File: src/rtl/clk_gate_ctrl_pkg.sv
// Shared types and helpers for the clock-gate sequencer: domain FSM encoding
// and the output decode used by every domain.
package clk_gate_ctrl_pkg;

  typedef enum logic [2:0] {
    OFF   = 3'd0,
    PEND  = 3'd1,
    WAKE  = 3'd2,
    ON    = 3'd3,
    DRAIN = 3'd4
  } dom_state_e;

  function automatic int max_int(input int a, input int b);
    return (a > b) ? a : b;
  endfunction

  // Gate enable is held from the start of wake-up until the domain is fully off.
  function automatic logic en_decode(input dom_state_e s);
    return s inside {WAKE, ON, DRAIN};
  endfunction

  function automatic logic ack_decode(input dom_state_e s);
    return s inside {ON, DRAIN};
  endfunction

endpackage

File: src/rtl/clk_gate_ctrl_rr_arb.sv
// Round-robin arbiter: one-hot grant among requesters, priority starting at
// the index after the last winner; no grant while en is low.
module clk_gate_ctrl_rr_arb #(
  parameter int NUM = 4
) (
  input  logic           clk,
  input  logic           rst,
  input  logic [NUM-1:0] req,
  input  logic           en,
  output logic [NUM-1:0] gnt
);

  localparam int PTR_W = (NUM > 1) ? $clog2(NUM) : 1;
  localparam logic [NUM-1:0] VEC_ONE = NUM'(1);

  logic [PTR_W-1:0] ptr_q;
  logic [PTR_W-1:0] ptr_d;
  logic [NUM-1:0]   upper;
  logic [NUM-1:0]   pick_src;

  // NOTE: every always_comb output gets a default first so no path can infer a latch.
  always_comb begin
    upper = '0;
    for (int j = 0; j < NUM; j++) begin
      upper[j] = req[j] && (j >= int'(ptr_q));
    end
    // Requests at or above the pointer win; otherwise wrap to the lowest index.
    pick_src = (|upper) ? upper : req;
    gnt      = en ? (pick_src & (~pick_src + VEC_ONE)) : '0;
  end

  always_comb begin
    ptr_d = ptr_q;
    for (int j = 0; j < NUM; j++) begin
      if (gnt[j]) begin
        ptr_d = (j == NUM - 1) ? '0 : PTR_W'(j + 1);
      end
    end
  end

  // NOTE: sequential state uses non-blocking assignments only; reset is sampled on the clock edge.
  always_ff @(posedge clk) begin
    if (rst) begin
      ptr_q <= '0;
    end else begin
      ptr_q <= ptr_d;
    end
  end

endmodule

File: src/rtl/clk_gate_ctrl.sv
// Clock-gate sequencer: per-domain wake/idle FSMs with staggered round-robin
// turn-on. Optional scan/test bypass via CLK_GATE_CTRL_TEST_BYPASS_EN.
module clk_gate_ctrl #(
  parameter int NUM_DOMAINS    = 4,
  parameter int WAKE_CYCLES    = 2,
  parameter int IDLE_CYCLES    = 16,
  parameter int STAGGER_CYCLES = 4
) (
  input  logic                   clk_i,
  input  logic                   rst_i,
`ifdef CLK_GATE_CTRL_TEST_BYPASS_EN
  input  logic                   test_en_i,
`endif
  input  logic [NUM_DOMAINS-1:0] req_i,
  input  logic [NUM_DOMAINS-1:0] busy_i,
  output logic [NUM_DOMAINS-1:0] en_o,
  output logic [NUM_DOMAINS-1:0] ack_o
);

  import clk_gate_ctrl_pkg::*;

  localparam int CNT_W = $clog2(max_int(WAKE_CYCLES, IDLE_CYCLES) + 1);
  localparam int STG_W = (STAGGER_CYCLES > 1) ? $clog2(STAGGER_CYCLES) : 1;

  localparam logic [CNT_W-1:0] WAKE_LOAD = CNT_W'(WAKE_CYCLES);
  localparam logic [CNT_W-1:0] IDLE_LOAD = CNT_W'(IDLE_CYCLES);
  localparam logic [CNT_W-1:0] CNT_ONE   = CNT_W'(1);
  localparam logic [STG_W-1:0] STG_LOAD  = STG_W'(STAGGER_CYCLES - 1);
  localparam logic [STG_W-1:0] STG_ONE   = STG_W'(1);

  dom_state_e       state_q [NUM_DOMAINS];
  dom_state_e       state_d [NUM_DOMAINS];
  logic [CNT_W-1:0] cnt_q   [NUM_DOMAINS];
  logic [CNT_W-1:0] cnt_d   [NUM_DOMAINS];

  logic [STG_W-1:0]       stg_q;
  logic [STG_W-1:0]       stg_d;
  logic [NUM_DOMAINS-1:0] cand;
  logic [NUM_DOMAINS-1:0] gnt;
  logic [NUM_DOMAINS-1:0] en_d;
  logic [NUM_DOMAINS-1:0] ack_d;
  logic [NUM_DOMAINS-1:0] en_q;
  logic [NUM_DOMAINS-1:0] ack_q;
  logic                   arb_en;
  logic                   freeze;

`ifdef CLK_GATE_CTRL_TEST_BYPASS_EN
  assign freeze = test_en_i;
`else
  assign freeze = 1'b0;
`endif

  // A domain withdrawing its request this cycle is not offered to the arbiter.
  always_comb begin
    cand = '0;
    for (int d = 0; d < NUM_DOMAINS; d++) begin
      cand[d] = (state_q[d] == PEND) && req_i[d];
    end
  end

  assign arb_en = (stg_q == '0) && !freeze;

  clk_gate_ctrl_rr_arb #(
    .NUM (NUM_DOMAINS)
  ) u_arb (
    .clk (clk_i),
    .rst (rst_i),
    .req (cand),
    .en  (arb_en),
    .gnt (gnt)
  );

  always_comb begin
    stg_d = stg_q;
    if (|gnt) begin
      stg_d = STG_LOAD;
    end else if (stg_q != '0) begin
      stg_d = stg_q - STG_ONE;
    end
  end

  // Counters expire on the edge where they would reach zero, so a load of N
  // gives exactly N cycles in WAKE or DRAIN.
  always_comb begin
    en_d  = '0;
    ack_d = '0;
    for (int d = 0; d < NUM_DOMAINS; d++) begin
      state_d[d] = state_q[d];
      cnt_d[d]   = cnt_q[d];
      case (state_q[d])
        OFF: begin
          if (req_i[d]) state_d[d] = PEND;
        end
        PEND: begin
          if (!req_i[d]) begin
            state_d[d] = OFF;
          end else if (gnt[d]) begin
            state_d[d] = WAKE;
            cnt_d[d]   = WAKE_LOAD;
          end
        end
        WAKE: begin
          if (cnt_q[d] <= CNT_ONE) begin
            state_d[d] = ON;
            cnt_d[d]   = '0;
          end else begin
            cnt_d[d] = cnt_q[d] - CNT_ONE;
          end
        end
        ON: begin
          if (!req_i[d] && !busy_i[d]) begin
            state_d[d] = DRAIN;
            cnt_d[d]   = IDLE_LOAD;
          end
        end
        DRAIN: begin
          if (req_i[d] || busy_i[d]) begin
            state_d[d] = ON;
            cnt_d[d]   = '0;
          end else if (cnt_q[d] <= CNT_ONE) begin
            state_d[d] = OFF;
            cnt_d[d]   = '0;
          end else begin
            cnt_d[d] = cnt_q[d] - CNT_ONE;
          end
        end
        default: begin
          state_d[d] = OFF;
          cnt_d[d]   = '0;
        end
      endcase
      en_d[d]  = en_decode(state_d[d]);
      ack_d[d] = ack_decode(state_d[d]);
    end
  end

  // NOTE: the per-domain state and counter arrays are reset too, so outputs are defined right after reset.
  always_ff @(posedge clk_i) begin
    if (rst_i) begin
      for (int d = 0; d < NUM_DOMAINS; d++) begin
        state_q[d] <= OFF;
        cnt_q[d]   <= '0;
      end
      stg_q <= '0;
      en_q  <= '0;
      ack_q <= '0;
    end else begin
      if (!freeze) begin
        for (int d = 0; d < NUM_DOMAINS; d++) begin
          state_q[d] <= state_d[d];
          cnt_q[d]   <= cnt_d[d];
        end
        stg_q <= stg_d;
      end
      en_q  <= freeze ? '1 : en_d;
      ack_q <= freeze ? '1 : ack_d;
    end
  end

  assign en_o  = en_q;
  assign ack_o = ack_q;

endmodule

File: config.mk
export PLATFORM = sky130hd
export DESIGN_NAME = clk_gate_ctrl
export DESIGN_NICKNAME = d
export VERILOG_FILES = /design/src/rtl/clk_gate_ctrl_pkg.sv /design/src/rtl/clk_gate_ctrl_rr_arb.sv /design/src/rtl/clk_gate_ctrl.sv
export SDC_FILE = /design/constraint.sdc
export NUM_CORES = 1
export LEC_CHECK = 0
export ABC_AREA = 1
export BUFFER_PORTS_ARGS = -buffer_cell sky130_fd_sc_hd__buf_2
export CAP_MARGIN = 5
export CORE_AREA = 10 10 84 93
export DETAILED_ROUTE_END_ITERATION = 8
export DIE_AREA = 0 0 94 103
export PLACE_DENSITY = 0.72
export SLEW_MARGIN = 30
export SYNTH_ARGS = -nofsm -noshare
export SYNTH_HDL_FRONTEND = slang
export SYNTH_SLANG_ARGS = --single-unit
File: constraint.sdc
create_clock -name clk_i -period 2.5 [get_ports clk_i]
set_input_delay 0.5 -clock clk_i [delete_from_list [all_inputs] [get_ports clk_i]]
set_output_delay 0.5 -clock clk_i [all_outputs]
set_load 0.05 [all_outputs]
==> results of run 1 <==
[state kept, by name, indices dropped and copies added (netlist names)]
| register | count |
|---|---|
| ack_o | 4 |
| state_q | 12 |
| en_o | 4 |
| u_arb.ptr_q | 2 |
| stg_q | 2 |
| cnt_q | 20 |
[final cells by class]
cell class	count	area, µm²
Fill cell	588	2855
Multi-Input combinational cell	293	1702
Sequential cell	44	880.8
Inverter	67	252.7
Timing Repair Buffer	19	100.1
Tap cell	80	100.1
Clock buffer	5	68.82
Clock inverter	3	46.29
[power by group through the flow]
stage,sequential [mW],combinational [mW],clock [mW]
finish,0.935,1.11,0.570
global placement,0.946,1.08,0
global route,0.955,1.27,0.607
floorplan,0.982,0.878,0
detailed placement,0.950,1.11,0
CTS,0.935,1.11,0.578
[synth_stat cells]
master,instances
nor2_2,2
buf_1,1
nor2_4,6
a21oi_2,8
nand4_4,2
nand3b_1,1
a31oi_1,3
ha_1,9
dfxtp_1,44
nand2_2,14
nand2_1,71
o31ai_1,1
a21oi_1,27
o21bai_2,1
a22oi_1,1
a211oi_1,1
nor2_1,51
o21ai_0,14
nand3_1,32
a41oi_1,1
nand3_2,5
o211a_1,1
clkbuf_1,1
buf_6,2
and2_4,1
xor2_1,9
o22ai_1,1
inv_1,61
clkinv_2,1
nand3_4,3
nor3_1,10
clkinv_1,1
o21ai_1,1
o21ai_2,1
nand2_4,8
inv_2,4
o221a_2,1
nand4_1,4
o211ai_1,1
or2_2,2
[worst min-delay path by stage]
stage | startpoint | to | slack (ns) | cells after the start
after CTS | cnt_q[0][1] | cnt_q[0][1] | 0.48 | 2
after detailed placement | cnt_q[0][1] | cnt_q[0][1] | 0.46 | 2
final | cnt_q[0][1] | cnt_q[0][1] | 0.48 | 2
after global routing | cnt_q[0][1] | cnt_q[0][1] | 0.50 | 2
after global placement | cnt_q[0][1] | cnt_q[0][1] | 0.46 | 2
after floorplan | cnt_q[0][1] | cnt_q[0][1] | 0.44 | 2
[critical path, cell delays in order (launching register included)]
cell	delay, ns
dfxtp_1	0.38
inv_1	0.08
ha_1	0.19
o21ai_0	0.40
nand2_1	0.18
o21ai_0	0.19
inv_1	0.06
nand3_1	0.07
nand2_1	0.05
nor2_1	0.07
[cells by family after synthesis]
group,share of synthesized area
adder cells (fa/ha/maj),0.03930
flip-flops,0.3074
buffers and inverters,0.09868
AO/OA/AOI/OAI,0.1345
XOR/XNOR,0.02751
AND/OR/NAND/NOR,0.3926
[per-layer routing]
metal  vias to the layer above  share of wire
met5                         -              0
met4                         0         0.0092
met3                         4          0.030
met2                        29           0.49
met1                      1180           0.47
li1                       1359              -
==> impl_metrics.ini, run 1 <==
[outcome]
outcome = finished clean

[logic_synthesis]
syn_inst = 408
syn_area_um2 = 2865
yosysUniqueCellTypes = 40
synth-seq-area-share = 0.3074
synth_top_area_frac = 0.3074
yosys_warnings = 0
yosys-top-cells-area = dfxtp_1 (31%), nand2_1 (9.3%), inv_1 (8.0%), nor2_1 (6.7%), nand3_1 (5.6%)
synth_fp_nets = 427
synth_seq_cells = 44
post-synth-top-area-cell = dfxtp_1
syn_avg_cell_area_um2 = 7.023

[clock_tree]
cts_tree = built
clock_latency_ns = 0.30
clkTransAtPathRegs_ns = 0.09
cts_max_path_buffers = 2
cts.repair.resized = 0
root_buffer = clkbuf_8
cts_hold_buffers = 0
cts_setup_buffers = 0
cts_buffers = 5
clock-sinks = 44
htreeDepth = 2

[die]
die_h_um = 103
core_um2 = 6006
dieWidth_um = 94
start_util = 0.4771
io_pins = 18
rows = 30
dieArea_um2 = 9682

[layout]
instances_no_fill = 511
synthToLayoutAreaGrowth_pct = 9.956
drive_gt1_frac = 0.1995
diodes = 0
fin_area_um2 = 3151
fin_nets = 449
final_cell_mix = nand2_1 (71), inv_1 (61), nor2_1 (51)
final_common_cell = nand2_1
fin_util = 0.5246

[global_route]
grt_max_degree = 20
use_met2 = 0.2161
top_usage_layer = met2
grt_pass1_vias = 2409
use_met1 = 0.1462
grt_antenna_before_repair = 0
track_usage = 0.1239
overflow = 0
grt_pass1_wl_um = 10070
gr-usage-met3 = 0.02913

[worst_setup_path]
arrival_ns = 1.96
crit_path_start_kind = register
r2r-start = cnt_q[2][1]
critPathKind = reg -> reg
endpoint = cnt_q[2][4]
rrSetupSlack_ns = 0.79
crit_path_start = cnt_q[2][1]
reg2reg_depth = 9
end_kind = register
cp.required_ns = 2.75
r2r_end = cnt_q[2][4]
worstPathMaxFanout = 4

[pwr]
seqPwrFrac = 0.358
peakVddDrop_mv = 0.3909
power.total_mw = 2.613
pwr-share-comb = 0.424
power_frac_clock = 0.218
p_sw_mw = 1.084
p_sw_frac = 0.4148
power_leakage_nw = 1.456
powerDensity_nw_per_um2 = 829.3
p_int_mw = 1.529

[timing]
fin_crit_sh = 0.6848
setup_viol = 0
setup_tns_ns = 0
whs_ns = 0.4822
timing.final.hold_violations = 0
report.final.slew_viol_count = 0
max_clock_freq_mhz = 584.1
skew_ns = 0.007418
fin_ws_ns = 0.7880
relSlewSlack = 0.6740
rsz0062_at_grt = no
final.min_clock_period_ns = 1.712
tightestPinTransition_ns = 0.4884

[drt]
wl_um = 5762
antenna_left = 0
first_pass_iters = 4
drt_iter0_drc = 81
vias_per_cell = 5.033
wire_per_inst_um = 11.28
drc_errors = 0
routed-via-count = 2572

[flow_run]
cap_violations = 0

[place]
portBuffers = 17
hpwl_um = 4352
dp_slack_ns = 0.6747
dpl.cell_count = 503
placed_area_um2 = 3035
place_congestion = 0.8437

[hold_path]
hold_class = reg -> reg
No activity file was read; power rests on OpenSTA's default activity.
==> run 2: changes to the inputs <==
Settings changed: PLACE_DENSITY 0.72 to 0.74.
Clock period 2.5 ns to 1.48 ns, I/O delays scaled along.
==> impl_metrics.ini, run 2 (synthesized netlist as in run 1, its figures left out) <==
[worst_setup_path]
cp_cell_sequence = inv_2 -> nand2_4 -> nor2_4 -> nand2_4 -> inv_1 -> o211ai_1 -> inv_1 -> nand3_4 -> nand2_2 -> nand3_1 -> and2_4
critPathMaxStageDelay_ns = 0.33
worstPathMaxFanout = 5
crit_path_start_kind = register
end_kind = register
cp.required_ns = 1.68
slowest_stage = dfxtp_2
arrival_ns = 1.71
critPathKind = reg -> reg
crit_family = simple AND/OR/NAND/NOR gates
path_buf_inv = 3

[outcome]
violations = negative setup slack
outcome = finished with violations

[timing]
whs_ns = 0.3039
final.min_clock_period_ns = 1.505
rsz0062_at_grt = yes
tightestPinTransition_ns = 0.4619
skew_ns = 0.008635
max_clock_freq_mhz = 664.5
report.final.slew_viol_count = 0
relSlewSlack = 0.6921
fin_ws_ns = -0.02489
timing.final.hold_violations = 0
fin_crit_sh = 1.017
setup_viol = 10

[drt]
drc_errors = 0
antenna_left = 0
drt_iter0_drc = 76
wl_um = 6314
vias_per_cell = 5.009
first_pass_iters = 6
wire_per_inst_um = 11.44
routed-via-count = 2765

[layout]
synthToLayoutAreaGrowth_pct = 25.68
drive_gt1_frac = 0.3432
diodes = 0
instances_no_fill = 552
final_cell_mix = nand2_1 (68), inv_1 (59), nor2_1 (48)
fillCellCount = 550
largest_reg_flops = 20
top_regs = cnt_q x20, state_q x12
regMostFlops = cnt_q
final_common_cell = nand2_1
fin_nets = 491

[die]
dieArea_um2 = 9682
core_um2 = 6006
rows = 30
die_h_um = 103
start_util = 0.4771
io_pins = 18
dieWidth_um = 94

[pwr]
power_leakage_nw = 1.692
powerDensity_nw_per_um2 = 1285
peakVddDrop_mv = 0.6590
power.total_mw = 4.626

[global_route]
grt_antenna_before_repair = 0
grt_max_degree = 20
track_usage = 0.1394
grt_pass1_vias = 2673
overflow = 0
grt_pass1_wl_um = 11280

[clock_tree]
cts_buffers = 5
cts_tree = built
clkTransAtPathRegs_ns = 0.08
cts_hold_buffers = 0
clock-sinks = 44
cts_max_path_buffers = 2
root_buffer = clkbuf_8
clock_latency_ns = 0.30
htreeDepth = 2

[place]
dpl.cell_count = 540
place_congestion = 0.8940
hpwl_um = 4687
portBuffers = 17

[hold_path]
hold_class = in -> reg

[flow_run]
cap_violations = 0
## run 2: power by group
group | leakage, nW | internal [mW] | switching [mW]
Clock | 0.0400 | 0.320 | 0.419
Combinational | 1.29 | 0.948 | 1.34
Sequential | 0.365 | 1.41 | 0.191
## run 2: routing by layer
metal | GRT usage | part of all wire
met1 | 0.1543 | 0.45
met2 | 0.2555 | 0.51
met3 | 0.03205 | 0.025
met4 | 0.04561 | 0.014
met5 | 0 | 0
## run 2: cell type report
class                   instances  area [µm²]  area share
clock inverters                 2       12.51    0.003475
flip-flops and latches         44       902.1      0.2505
well taps                      80       100.1     0.02780
multi-input cells             294        1853      0.5146
repair buffers                 60       411.6      0.1143
clock buffers                   5       68.82     0.01911
inverters                      67       252.7     0.07019
## run 2: what timing repair did
action                                  4_1_cts  5_1_grt
gates resized for setup                      25       31
pin swaps                                    12       14
cloned                                        1        0
setup buffers                                 2        2
endpoints found under the setup margin       29       36
## run 2: worst paths after layout
kind | slack [ns] | to | startpoint | cells after the start
setup / recovery | -0.02 | ack_o[3] | state_q[3][2] | 11
hold reg to reg | 0.48 | cnt_q[0][1] | cnt_q[0][1] | 2
hold / removal | 0.30 | state_q[0][0] | req_i[0] | 3
setup reg to reg | -0.02 | ack_o[3] | state_q[3][2] | 11
## run 2: worst register-to-register path: stages (launching register included)
cell	delay, ns
dfxtp_2	0.33
inv_2	0.06
nand2_4	0.06
nor2_4	0.13
nand2_4	0.09
inv_1	0.10
o211ai_1	0.09
inv_1	0.10
nand3_4	0.14
nand2_2	0.10
nand3_1	0.06
and2_4	0.16
## run 2: through the flow
stage	cell area (µm²)	utilization	setup slack, ns	setup TNS [ns]
global placement	3313	0.5517	-0.04394	-0.3636
floorplan	2865	-	0.04300	0
finish	3601	0.5996	-0.02489	-0.1228
CTS	3497	0.5823	-0.02684	-0.1723
detailed placement	3313	0.5517	-0.09677	-1.048
global route	3601	0.5996	-0.1260	-2.935
